$ cat src/rtl/uart_tx_sched_pkg.sv
// Shared types and constants for the uart_tx request scheduler.
// The optional WAIT_DONE watchdog is enabled with UART_TX_SCHED_TIMEOUT_EN.
package uart_pkg;

  localparam int BIT_DURATION       = 14;
  localparam int FRAME_BITS         = 11;
  localparam int FRAME_CYCLES       = BIT_DURATION * FRAME_BITS;
  localparam int DEF_SETTLE_CYCLES  = 160;
  localparam int DEF_TIMEOUT_CYCLES = 200;

  typedef enum logic [2:0] {
    SETTLE,
    IDLE,
    LAUNCH,
    WAIT_DONE,
    ACK
  } sched_state_e;

  // Byte and parity type latched for the frame in flight.
  typedef struct packed {
    logic [7:0] data;
    logic       parity;
  } frame_t;

  // One counter serves both the settle delay and the watchdog.
  function automatic int cnt_width(input int a, input int b);
    int m;
    m = (a > b) ? a : b;
    return (m > 2) ? $clog2(m) : 1;
  endfunction

  localparam int CNT_W_DEF = cnt_width(DEF_SETTLE_CYCLES, DEF_TIMEOUT_CYCLES);

endpackage

$ cat src/rtl/uart_tx_sched_arb.sv
// Combinational round-robin pick: first set request searching upward
// from (last+1) mod NUM_REQ, with wrap.
module rr_arbiter #(
  parameter int NUM_REQ = 4,
  parameter int ID_W    = $clog2(NUM_REQ)
) (
  input  logic [NUM_REQ-1:0] req_i,
  input  logic [ID_W-1:0]    last_i,
  output logic [NUM_REQ-1:0] gnt_oh_o,
  output logic [ID_W-1:0]    gnt_idx_o,
  output logic               gnt_vld_o
);

  always_comb begin
    logic            found;
    int              p;
    logic [ID_W-1:0] sel;
    gnt_oh_o  = '0;
    gnt_idx_o = '0;
    found     = 1'b0;
    p         = 0;
    sel       = '0;
    for (int off = 1; off <= NUM_REQ; off++) begin
      p = int'(last_i) + off;
      if (p >= NUM_REQ) p = p - NUM_REQ;
      sel = ID_W'(p);
      if (!found && req_i[sel]) begin
        found         = 1'b1;
        gnt_idx_o     = sel;
        gnt_oh_o[sel] = 1'b1;
      end
    end
  end

  assign gnt_vld_o = |req_i;

endmodule

$ cat src/rtl/uart_tx_sched.sv
// Round-robin scheduler sharing one uart_tx between NUM_REQ byte requesters.
// Define UART_TX_SCHED_TIMEOUT_EN to build the WAIT_DONE watchdog.
module uart_tx_sched
  import uart_pkg::*;
#(
  parameter int NUM_REQ        = 4,
  parameter int ID_W           = $clog2(NUM_REQ),
  parameter int SETTLE_CYCLES  = DEF_SETTLE_CYCLES,
  parameter int TIMEOUT_CYCLES = DEF_TIMEOUT_CYCLES
) (
  input  logic                 clk_3125,
  input  logic                 rst,
  input  logic [NUM_REQ-1:0]   req_valid,
  input  logic [8*NUM_REQ-1:0] req_data,
  input  logic [NUM_REQ-1:0]   req_parity,
  output logic [NUM_REQ-1:0]   req_ack,
  output logic                 tx_start,
  output logic [7:0]           tx_data,
  output logic                 tx_parity_type,
  input  logic                 tx_done,
  output logic                 busy,
  output logic [ID_W-1:0]      grant_id,
  output logic                 err_timeout
);

  localparam int              CNT_W       = cnt_width(SETTLE_CYCLES, TIMEOUT_CYCLES);
  localparam logic [CNT_W-1:0] SETTLE_LAST = CNT_W'(SETTLE_CYCLES - 1);

  sched_state_e             state_q, state_d;
  logic [CNT_W-1:0]         cnt_q, cnt_d;
  frame_t                   frame_q, frame_d, pick_frame;
  logic [ID_W-1:0]          gid_q, gid_d, last_q, last_d;
  logic [NUM_REQ-1:0][7:0]  req_bytes;
  logic [NUM_REQ-1:0]       pick_oh;
  logic [ID_W-1:0]          pick_idx;
  logic                     pick_vld;

  assign req_bytes = req_data;

  rr_arbiter #(
    .NUM_REQ(NUM_REQ),
    .ID_W   (ID_W)
  ) u_arb (
    .req_i    (req_valid),
    .last_i   (last_q),
    .gnt_oh_o (pick_oh),
    .gnt_idx_o(pick_idx),
    .gnt_vld_o(pick_vld)
  );

  always_comb begin
    pick_frame = '0;
    for (int i = 0; i < NUM_REQ; i++) begin
      if (pick_oh[i]) begin
        pick_frame.data   = pick_frame.data | req_bytes[i];
        pick_frame.parity = pick_frame.parity | req_parity[i];
      end
    end
  end

`ifdef UART_TX_SCHED_TIMEOUT_EN
  logic timeout_hit;
  assign timeout_hit = (state_q == WAIT_DONE) && !tx_done &&
                       (cnt_q == CNT_W'(TIMEOUT_CYCLES - 1));
`endif

  always_ff @(posedge clk_3125) begin
    if (rst) state_q <= SETTLE;
    else     state_q <= state_d;
  end

  always_ff @(posedge clk_3125) begin
    if (rst) begin
      cnt_q   <= '0;
      frame_q <= '0;
      gid_q   <= '0;
      last_q  <= ID_W'(NUM_REQ - 1);
    end else begin
      cnt_q   <= cnt_d;
      frame_q <= frame_d;
      gid_q   <= gid_d;
      last_q  <= last_d;
    end
  end

  always_comb begin
    state_d = state_q;
    cnt_d   = cnt_q;
    frame_d = frame_q;
    gid_d   = gid_q;
    last_d  = last_q;
    unique case (state_q)
      SETTLE: begin
        // uart_tx has no reset, so wait out any frame it may be emitting.
        if (cnt_q == SETTLE_LAST) begin
          state_d = IDLE;
          cnt_d   = '0;
        end else begin
          cnt_d = cnt_q + 1'b1;
        end
      end
      IDLE: begin
        if (pick_vld) begin
          state_d = LAUNCH;
          frame_d = pick_frame;
          gid_d   = pick_idx;
        end
      end
      LAUNCH: begin
        state_d = WAIT_DONE;
        cnt_d   = '0;
      end
      WAIT_DONE: begin
        if (tx_done) begin
          state_d = ACK;
          last_d  = gid_q;
        end
`ifdef UART_TX_SCHED_TIMEOUT_EN
        else if (timeout_hit) begin
          // Requester keeps its request and is retried after settling.
          state_d = SETTLE;
          cnt_d   = '0;
          last_d  = gid_q;
        end else begin
          cnt_d = cnt_q + 1'b1;
        end
`endif
      end
      ACK:     state_d = IDLE;
      default: state_d = SETTLE;
    endcase
  end

  always_comb begin
    tx_start = (state_q == LAUNCH);
    busy     = (state_q == LAUNCH) || (state_q == WAIT_DONE);
    req_ack  = '0;
    if (state_q == ACK) req_ack[gid_q] = 1'b1;
`ifdef UART_TX_SCHED_TIMEOUT_EN
    err_timeout = timeout_hit;
`else
    err_timeout = 1'b0;
`endif
  end

  assign tx_data        = frame_q.data;
  assign tx_parity_type = frame_q.parity;
  assign grant_id       = gid_q;

endmodule

$ cat config.mk
export PLATFORM = sky130hd
export DESIGN_NAME = uart_tx_sched
export DESIGN_NICKNAME = d
export VERILOG_FILES = /design/src/rtl/uart_tx_sched_pkg.sv /design/src/rtl/uart_tx_sched_arb.sv /design/src/rtl/uart_tx_sched.sv
export SDC_FILE = /design/constraint.sdc
export NUM_CORES = 1
export LEC_CHECK = 0
export ABC_AREA = 1
export BUFFER_PORTS_ARGS = -buffer_cell sky130_fd_sc_hd__buf_2
export CORE_MARGIN = 8
export CORE_UTILIZATION = 30
export CTS_CLUSTER_DIAMETER = 120
export DETAILED_ROUTE_END_ITERATION = 10
export GPL_ROUTABILITY_DRIVEN = 1
export GPL_TIMING_DRIVEN = 0
export HOLD_SLACK_MARGIN = 0.12
export PLACE_DENSITY = 0.55
export SLEW_MARGIN = 30
export SYNTH_ARGS = -nofsm -noshare
export SYNTH_HDL_FRONTEND = slang
export SYNTH_SLANG_ARGS = --single-unit
export TNS_END_PERCENT = 1
$ cat constraint.sdc
create_clock -name clk_3125 -period 2.1 [get_ports clk_3125]
set_input_delay 0.315 -clock clk_3125 [delete_from_list [all_inputs] [get_ports clk_3125]]
set_output_delay 0.315 -clock clk_3125 [all_outputs]
set_load 0.01 [all_outputs]
==> key figures <==
Status
  • Status: completed

Critical path
  • RR Startpoint: last_q[0]
  • Startpoint types: register
  • Setup slack, reg-to-reg: between 0.15 and 0.2 ns
  • Worst path slowest cell: dfxtp_4
  • Critical path capture point type: register
  • Worst-path cell chain: buf_6, inv_6, ha_4, inv_2, nand2_4, nand2_4, nor2_4, a21oi_4, nand3_4, nand2_1, nand3_1, nor2_1, nor2_1
  • Crit path largest cell delay: 0.36 ns
  • Worst EP arrival: roughly 2.1 ns
  • Worst-path fanout max: 10
  • Worst setup startpoint: last_q[0]
  • Critical path type: register to register
  • Worst path required time: roughly 2.3 ns

Drt
  • Final ANT Viol Nets: 0
  • Post-DR wirelength/cell: 12.9 µm
  • Final WL: about 5200 µm
  • DRC: 0
  • Initial DRC Count: between 100 and 150
  • Routed via count: about 1900
  • Drt via density: about 4.6
  • First-pass detailed-route iteration total: 4

Cells and area
  • Layout cells sized above 1: approximately a third
  • Syn-to-layout area delta: 30.1%
  • Inserted Diodes: 0
  • Final net count: approximately 380
  • # fillers: between 600 and 700
  • Fin util: slightly below 40%

Pwr
  • Leakage power: ~1.1 nW
  • Power per Cell Area: 436 nW/µm²
  • Power, Total: a little over 0.001 W
  • Max rail drop VDD: around 340 µV

Min path
  • Hold Path Class: primary input to register
  • Hold path startpoint: tx_done

Floorplan
  • Width of the chip: approximately 93 µm
  • Starting Density: roughly 31%
  • Die height: between 90 and 100 µm
  • DIE AREA: between 8000 and 9000 µm²
  • Core Box Area: 5850 µm²
  • Row count: 28
  • I/O Pins: slightly above 60

Synth
  • Async set-reset flop share out of synthesis: 0%
  • Post-synth top area cell: dfxtp_1
  • Synth top cells by count: nand2_1 (72), nor2_1 (30), dfxtp_1 (24)
  • Synth Net Count: roughly 320
  • Synth Register Bits: 24
  • Main flop type after synthesis: dfxtp_1
  • Syn Inst Count: around 260
  • Mean Syn Cell Area: 6.79 µm²
  • Unique cell type count in the Yosys netlist: 35
  • Post-synth EDFFs: 0
  • Synth top area share: between 20% and 30%
  • Post-Syn Area: 1790 µm²
  • Top cells by area, synth: dfxtp_1 (27%), nand2_1 (15%), ha_1 (6.3%), nor2_1 (6.3%), nand3_1 (5.3%)
  • Most numerous cell in the Yosys netlist: nand2_1
  • Seq/Total Area, Yosys: between 20% and 30%
  • Ys Warns: 0

Global route
  • Largest net degree at the start of global routing: 15
  • Total grt overflow: 0
  • Total GRT Usage: between 10% and 20%
  • Vias in the first global route: between 1500 and 2000
  • First-pass GRT wire length: slightly above 8000 µm
  • Initial antenna violation count: 0

Timing
  • Clock skew: ~0.0054 ns
  • Max-slew violation count: 0
  • Tmin final: around 1.9 ns
  • Final hold vios: 0
  • Crit share post-route: about 90%
  • RSZ-0062 raised after global routing: false
  • Worst slew pin tran: around 0.54 ns
  • Fmax achieved: between 500 and 600 MHz
  • Slew headroom: between 60% and 70%
  • Number of setup violations in the final report: 0

Placed design
  • Buffers on Ports: 58
  • Post-DP HPWL: around 3900 µm
  • GP Congestion: between 0.8 and 0.9

Job
  • Maxcap violations: 0

Clock tree
  • H-tree levels: 1
  • CTS Buf Count: 3
  • Hold Buf Count CTS: 0
  • CTS tree: yes
  • Worst skew pair latency: 0.27 ns
  • # clock sinks: 24
  • CTS max path bufs: 2
  • Clk Tree Root Cell: clkbuf_8
  • Reg clk slew, reported paths: ~0.09 ns
## worst max-delay path, delay by kind of cell (launching register included)
family                   cells  cell delay (ns)
AND/OR/NAND/NOR              8             0.67
flip-flops                   1             0.36
buffers and inverters        3             0.34
adder cells (fa/ha/maj)      1             0.23
AO/OA/AOI/OAI                1             0.23
## metal layers
layer	vias up	global-route usage [%]	part of all wire, %
li1	1001	-	-
met1	806	14.5	50
met2	55	17.8	42
met3	4	4.01	7.6
met4	0	2.15	0.87
met5	-	0	0
## sequential cells by signal, indices dropped and copies added (netlist names)
| register | count |
|---|---|
| last_q | 2 |
| cnt_q | 8 |
| state_q | 3 |
| tx_data | 8 |
| grant_id | 2 |
| tx_parity_type | 1 |
## where the power goes
group          total [W]  internal, W  switching [W]
combinational   0.000137    0.0000591      0.0000781
clock           0.000414     0.000255       0.000159
sequential      0.000461     0.000457     0.00000390
total            0.00101     0.000771       0.000241
## stage by stage
step / cell area [µm²] / setup slack (ns) / cells / hold WS [ns] / TNS [ns]
floorplan: 1790 / 0.170 / 263 / 0.447 / 0
global placement: 2170 / -0.206 / 396 / 0.464 / -1.68
detailed placement: 2170 / -0.179 / 396 / 0.472 / -1.43
CTS: 2250 / 0.00362 / 400 / 0.310 / 0
global route: 2320 / 0.0108 / 403 / 0.334 / 0
finish: 2320 / 0.166 / 403 / 0.306 / 0
## cell usage in the layout (no fill, tap or decap), types with 4 or more instances in the layout
master / synthesis / routed
a21oi_1: 10 / 10
a21oi_2: 5 / 4
buf_2: 1 / 59
dfxtp_1: 24 / 22
ha_1: 9 / 8
inv_1: 18 / 16
inv_2: 3 / 4
nand2_1: 72 / 71
nand2_2: 5 / 6
nand3_1: 19 / 19
nand3_2: 8 / 6
nand3_4: 3 / 6
nor2_1: 30 / 30
nor3_1: 7 / 7
o21ai_0: 18 / 18
## final timing paths
path                end  cells after the start
max          tx_data[6]                     13
min          state_q[2]                      3
max reg2reg  tx_data[6]                     13
min reg2reg    cnt_q[3]                      2
## area by class of cell
type                       count  area (µm²)  share of cell area (%)
sequential                    24         488                    21.0
tap                           75        93.8                    4.04
multi-input combinational    211        1230                    53.1
timing repair buffer          60         305                    13.1
buffer                         6        35.0                    1.51
clock inverter                 1        30.0                    1.29
inverter                      23        95.1                    4.09
clock buffer                   3        41.3                    1.78
## cells by family (layout without fill, tap and decap cells)
| group | after synthesis | in the layout | synth area share (%) |
|---|---|---|---|
| AO/OA/AOI/OAI | 45 | 45 | 15.5 |
| adder cells (fa/ha/maj) | 9 | 9 | 6.31 |
| buffers and inverters | 29 | 93 | 7.08 |
| flip-flops | 24 | 24 | 26.9 |
| other | 1 | 1 | 0.210 |
| AND/OR/NAND/NOR | 155 | 156 | 44.0 |
## repair_timing
item	in CTS	in global routing
endpoints found under the setup margin	9	10
gates cloned	0	1
buffers inserted	0	2
resized for setup	3	10
pin swaps	0	2
hold endpoints to repair	0	0
Power figures use the tool's default switching activity.
